**config.mk**
```make
export PLATFORM = sky130hd
export DESIGN_NAME = pad_output_driver
export DESIGN_NICKNAME = d
export VERILOG_FILES = /design/src/rtl/pad_output_driver.sv
export SDC_FILE = /design/constraint.sdc
export NUM_CORES = 1
export LEC_CHECK = 0
export ABC_CLOCK_PERIOD_IN_PS = 4600
export BUFFER_PORTS_ARGS = -buffer_cell sky130_fd_sc_hd__buf_2
export CORE_AREA = 5 5 67 69
export CTS_BUF_LIST = sky130_fd_sc_hd__clkbuf_4
export CTS_CLUSTER_SIZE = 40
export DETAILED_ROUTE_END_ITERATION = 10
export DIE_AREA = 0 0 72 74
export GPL_TIMING_DRIVEN = 0
export PLACE_DENSITY_LB_ADDON = 0.08
export SLEW_MARGIN = 25
export SYNTH_ARGS = -nofsm -noshare
export SYNTH_HDL_FRONTEND = slang
export SYNTH_SLANG_ARGS = --single-unit
export TNS_END_PERCENT = 30
```
**constraint.sdc**
```tcl
create_clock -name clk_i -period 4.6 [get_ports clk_i]
set_input_delay 0.92 -clock clk_i [delete_from_list [all_inputs] [get_ports clk_i]]
set_output_delay 0.92 -clock clk_i [all_outputs]
set_load 0.05 [all_outputs]
```
**src/rtl/pad_output_driver.sv**
```systemverilog
`default_nettype none
// ============================================================================
// Module      : pad_output_driver
// Description : Registered output stage feeding an FPGA pad cell. Converts a
//               peripheral's value/enable pair into pad value, pad enable and
//               pad attributes, applying a drive mode (push-pull, open-drain,
//               open-source, force high-Z) and a programmable break-before-make
//               dead time when the push-pull level flips.
// Revision    : 1.0 - initial release
// ----------------------------------------------------------------------------
// Ports:
//   clk_i            in   system clock
//   rst_ni           in   asynchronous active-low reset
//   periph_out_i     in   value requested by the peripheral
//   periph_oe_i      in   output enable requested by the peripheral
//   mode_i           in   00 push-pull, 01 open-drain, 10 open-source, 11 high-Z
//   deadtime_i       in   dead-time length in cycles (0 disables)
//   attr_i           in   new pad attribute value
//   attr_we_i        in   attribute write strobe
//   pad_in_o         out  registered pad value
//   pad_oe_o         out  registered pad output enable
//   pad_attributes_o out  registered pad attributes
//   busy_o           out  high while the dead time is running
// ============================================================================
module pad_output_driver #(
    parameter int PADATTR    = 16,
    parameter int DEADTIME_W = 4
) (
    input  logic                  clk_i,
    input  logic                  rst_ni,
    input  logic                  periph_out_i,
    input  logic                  periph_oe_i,
    input  logic [1:0]            mode_i,
    input  logic [DEADTIME_W-1:0] deadtime_i,
    input  logic [PADATTR-1:0]    attr_i,
    input  logic                  attr_we_i,
    output logic                  pad_in_o,
    output logic                  pad_oe_o,
    output logic [PADATTR-1:0]    pad_attributes_o,
    output logic                  busy_o
);

    typedef enum logic [1:0] {
        HIZ   = 2'd0,
        DRIVE = 2'd1,
        DEAD  = 2'd2
    } state_t;

    state_t                state;
    state_t                state_next;
    logic [DEADTIME_W-1:0] cnt;
    logic [DEADTIME_W-1:0] cnt_next;
    logic                  pad_in_next;
    logic                  pad_oe_next;
    logic                  busy_next;
    logic                  req_oe;
    logic                  req_val;

    // Mode translation: open-drain only ever drives low, open-source only
    // ever drives high; the opposite level is represented by releasing the pad.
    always_comb begin
        req_oe  = 1'b0;
        req_val = 1'b0;
        case (mode_i)
            2'b00: begin
                req_oe  = periph_oe_i;
                req_val = periph_out_i;
            end
            2'b01: begin
                req_oe  = periph_oe_i & ~periph_out_i;
                req_val = 1'b0;
            end
            2'b10: begin
                req_oe  = periph_oe_i & periph_out_i;
                req_val = 1'b1;
            end
            default: begin
                req_oe  = 1'b0;
                req_val = 1'b0;
            end
        endcase
    end

    // Next-state and next-output logic. The outputs themselves are registered
    // below, so nothing here reaches a port combinationally.
    always_comb begin
        state_next  = state;
        cnt_next    = cnt;
        pad_in_next = pad_in_o;
        pad_oe_next = pad_oe_o;
        busy_next   = 1'b0;
        case (state)
            HIZ: begin
                pad_in_next = req_val;
                if (req_oe) begin
                    state_next  = DRIVE;
                    pad_oe_next = 1'b1;
                end else begin
                    pad_oe_next = 1'b0;
                end
            end
            DRIVE: begin
                if (!req_oe) begin
                    state_next  = HIZ;
                    pad_oe_next = 1'b0;
                end else if (req_val != pad_in_o) begin
                    if (deadtime_i != '0) begin
                        // Release the pad first; the old level stays on
                        // pad_in so only the enable toggles.
                        state_next  = DEAD;
                        pad_oe_next = 1'b0;
                        busy_next   = 1'b1;
                        cnt_next    = deadtime_i - DEADTIME_W'(1);
                    end else begin
                        pad_in_next = req_val;
                    end
                end
            end
            DEAD: begin
                if (!req_oe) begin
                    state_next  = HIZ;
                    pad_oe_next = 1'b0;
                end else if (cnt == '0) begin
                    // Request re-sampled at exit: the latest level wins, even
                    // if it went back to the level driven before the window.
                    state_next  = DRIVE;
                    pad_in_next = req_val;
                    pad_oe_next = 1'b1;
                end else begin
                    cnt_next    = cnt - DEADTIME_W'(1);
                    pad_oe_next = 1'b0;
                    busy_next   = 1'b1;
                end
            end
            default: begin
                state_next  = HIZ;
                pad_oe_next = 1'b0;
            end
        endcase
    end

    always_ff @(posedge clk_i or negedge rst_ni) begin
        if (!rst_ni) begin
            state    <= HIZ;
            cnt      <= '0;
            pad_in_o <= 1'b0;
            pad_oe_o <= 1'b0;
            busy_o   <= 1'b0;
        end else begin
            state    <= state_next;
            cnt      <= cnt_next;
            pad_in_o <= pad_in_next;
            pad_oe_o <= pad_oe_next;
            busy_o   <= busy_next;
        end
    end

    // Attribute register is independent of the drive state machine.
    always_ff @(posedge clk_i or negedge rst_ni) begin
        if (!rst_ni) begin
            pad_attributes_o <= '0;
        end else if (attr_we_i) begin
            pad_attributes_o <= attr_i;
        end
    end

endmodule
`default_nettype wire
```
### Word-level counts from Yosys, hierarchy flattened

Cells that the tools add are included.

* reduce and logical (&&, ||, !) cells: 10
* $add $sub $neg: 2
* equality and inequality tests: 16
* muxes and demuxes: 34
* bitwise gates (word level): 3

Operators with widths (count)
* $mux W4: 5
* $mux W1: 16
* $ne A2 B2 Y1 const B: 8
* $mux W2: 6
* $reduce_and A6 Y1: 2
* $ne A3 B3 Y1 const B: 3
* $pmux W1 S3: 3
* $pmux W4 S2: 1
* $sub A4 B1 Y4 const B: 2
* $pmux W2 S3: 1
* $eq A2 B1 Y1 const B: 2
* $eq A2 B2 Y1 const B: 2
* $logic_not A2 Y1: 2
* $logic_not A4 Y1: 1
* $pmux W1 S2: 2
* $reduce_and A4 Y1: 1
* $reduce_bool A4 Y1: 1
* $reduce_bool A3 Y1: 1
* $and A1 B1 Y1: 2
* $reduce_and A2 Y1: 1
* $reduce_bool A2 Y1: 1
* $ne A1 B1 Y1: 1
* $not A1 Y1: 1

* output and inout bits: 19
* logic and storage cells: 71
* register bits: 25

### Longest topological paths before layout

* word-level depth: 6
* gate-level depth with buffers: 8
* mapped depth without buffers: 7

### Worst setup path after synthesis

No wires, ideal clock.

* path type: input to register
* start point: input mode_i[0]
* end point: register pad_in_o
* stages on the path: 8
* buffers on the path: 1
* slack: 2.354 ns
* data arrival time: 2.167 ns
* setup time: 0.079 ns
* cells stage by stage: inv_1 ha_1 xor2_1 o21ai_2 buf_6 nand3_2 a211oi_2 mux2i_1

* cells in the longest elaborated chain, start to end: 6
* elaborated cells on any way between the ends: 16

RTL lines
* start: declaration: RTL line 33 `input logic [1:0] mode_i,`
* $eq A2 B2 Y1 / $logic_not A2 Y1 (equally long branches): RTL line 64 `case (mode_i)`
* $pmux W1 S2: RTL line 64
* $mux W1: RTL line 107 `if (deadtime_i != '0) begin`
* $mux W1: RTL line 106 `end else if (req_val != pad_in_o) begin`
* $mux W1: RTL line 103 `if (!req_oe) begin`
* $pmux W1 S3: RTL line 92 `case (state)`
* end signal: assignment: RTL line 152 `pad_in_o <= pad_in_next;`
* end: declaration: RTL line 37 `output logic pad_in_o,`

Parallel ways exist; a longest one is shown, timed or not. The select of a mux whose other input is x is not followed.
A chain may end at the register's enable or synchronous reset.

### Worst setup path after layout

Ends and elaborated chain as after synthesis.

==> flow_summary.ini <==
[sta]
finClkSkew_ps = 5.00
min_period_ps = 2140
fin_crit_sh = 0.465
timing.hold.ws_ps = 515
slew_violations = 0
totalNegativeSetupSlack_ps = 0
hold_viol = 0
clock.fmax_mhz = 468
rsz0062_at_grt = false
max_slew_margin = 0.633
finalSetupViolCount = 0
tightest_slew_ps = 551

[clock_tree]
clock_latency_ps = 310
numCtsBuffers = 3
cts_sinks = 25
clk_pin_slew_worst_paths_ps = 130
post_cts_buffers = 0
hold_buffers = 0
cts_buffer_depth = 2
cts.root.buffer_cell = clkbuf_4
cts_tree = done
post_cts_resized = 0
htreeDepth = 1

[synthesis]
ys_types = 39
ys_async_sr_fraction = 1.00
ys_seq_area_frac = 0.433
synth_area_sq_um = 1450
synth.net_count = 154
ys_ff_latch = 25
synth_cells = 118
ys_warn_count = 0
synth_edf_count = 0
synth_flop_cell = dfrtp_1
avgSynthCellArea_sq_um = 12.3

[route]
wl_um = 2830
wire_per_inst_um = 13.1
drt-vias-per-instance = 4.97
dr.first_iter.drc_count = 28
num_vias = 1073
drt_first_pass_iters = 5
ant_nets = 0
drcViolationCount = 0

[global_route]
grt_max_degree = 26
gr-total-overflow = 0
grt_pass1_wl_um = 4710
grt_pass1_vias = 1062
track_usage = 0.109
grt_antenna_before_repair = 0

[floorplanning]
die_h_um = 74
core_area_sq_um = 3860
pin_count = 46
die-area_sq_um = 5330
placementRows = 23
start_util = 0.375
dieWidth_um = 72

[worst_hold_path]
min_from = pad_attributes_o[5]
hold_path_class = reg -> reg

[worst_setup_path]
path_class = in -> reg
crit_required_ps = 4850
startpoint_type = input pin
worstSetupStartpoint = mode_i[0]
arrival_ps = 2390
cp-end-kind = flop
r2r_start = state[0]
critPathMaxFanout = 10

[placed_design]
placed_area_sq_um = 1730
place_congestion = 0.785
hpwl_um = 2270
portBuffers = 44
dp_cells = 212

[layout]
syn2layout_area_growth_pct = 21.5
drive_gt1_frac = 0.494
diodes = 0
nNetsFinal = 203
fin_cells = 216
fin_area_sq_um = 1760

[job]
max-cap-violations = 0

[power_and_ir_drop]
p_per_area_nw_per_um2 = 392
power_leakage_nw = 0.816
total_power_uw = 689
ir_drop_mv = 0.185

[status]
status = finished, final reports clean
==> cell type report <==
| cell class | count | area [sq um] |
|---|---|---|
| sequential | 25 | 626 |
| clock inverter | 1 | 5.00 |
| timing repair buffer | 44 | 220 |
| inverter | 7 | 26.3 |
| tap | 50 | 62.6 |
| multi-input combinational | 82 | 763 |
| clock buffer | 3 | 22.5 |
| fill | 388 | 2100 |
| buffer | 4 | 31.3 |
==> critical path, cell delays in order <==
cell,delay (ps)
buf_2,90
inv_1,50
ha_1,240
xor2_1,180
o21ai_2,200
buf_6,170
nand3_2,80
a211oi_2,260
mux2i_1,200
==> metrics by stage <==
step,setup WS [ps],utilization
CTS,2440,0.456
detailed placement,2110,0.448
finish,2460,0.456
floorplan,2350,-
global route,2350,0.456
global placement,2150,0.448
==> sequential cells by signal (all words and copies together), names as in the netlist <==
register          cells
state                 2
pad_in_o              1
pad_oe_o              1
cnt                   4
pad_attributes_o     16
busy_o                1
==> cells in the final DEF, fill, tap and decap left out, drive strengths merged <==
| cell type | n |
|---|---|
| and3 | 1 |
| o211a | 1 |
| nor2 | 2 |
| o21a | 1 |
| inv | 7 |
| nand2b | 2 |
| a31oi | 1 |
| o32ai | 1 |
| mux2i | 5 |
| dfrtp | 25 |
| clkinv | 1 |
| a21oi | 6 |
| mux2 | 17 |
| nor4 | 3 |
| nand3b | 4 |
| ha | 9 |
| a221oi | 1 |
| xor2 | 2 |
| clkbuf | 4 |
| o21ai | 7 |
| nand4 | 1 |
| xnor2 | 3 |
| a211oi | 1 |
| and2b | 1 |
| nor3 | 3 |
| nand3 | 3 |
| buf | 47 |
| and2 | 1 |
| nand2 | 6 |
==> metal layers <==
| layer | global-route usage | up-vias | part of all wire |
|---|---|---|---|
| met2 | 0.170 | 43 | 0.46 |
| met4 | 0.0271 | 0 | 0.0095 |
| li1 | - | 514 | - |
| met3 | 0.0297 | 4 | 0.085 |
| met1 | 0.150 | 512 | 0.45 |
| met5 | 0 | - | 0 |
==> final timing paths <==
kind,to,slack [ps],cells after the start
worst max-delay path,pad_in_o,2460,9
worst min-delay path,pad_attributes_o[5],520,1
worst max register to register,cnt[3],2610,8
worst min register to register,pad_attributes_o[5],520,1
max in group asynchronous,cnt[0],3660,1
min in group asynchronous,pad_attributes_o[12],570,1
==> cells by family (layout without fill, tap and decap cells) <==
logic type               Yosys count  in the layout  synth area share
buffers and inverters             11             59            0.0398
adder cells (fa/ha/maj)            9              9            0.0779
AND/OR/NAND/NOR                   27             27             0.139
AO/OA/AOI/OAI                     19             19             0.106
XOR/XNOR                           5              5            0.0355
flip-flops                        25             25             0.433
multiplexers                      22             22             0.170
==> cells in the mapped netlist (2+ instances only) <==
master    instances  area [sq um]
a21oi_1           5          25.0
buf_6             2          22.5
dfrtp_1          25           626
ha_1              9           113
inv_1             7          26.3
mux2_2           16           180
mux2i_1           5          50.1
nand2_1           5          18.8
nand2b_1          2          12.5
nand3_1           2          10.0
nand3b_1          4          30.0
nor2_1            2          7.51
nor3_1            2          10.0
nor4_4            2          42.5
o21ai_0           4          20.0
xnor2_1           2          17.5
xor2_1            2          17.5
==> power breakdown <==
part	switching (mW)	internal [mW]
logic	0.186	0.109
registers	0.0371	0.261
clock network	0.0633	0.0325
No activity file was read; power rests on OpenSTA's default activity.
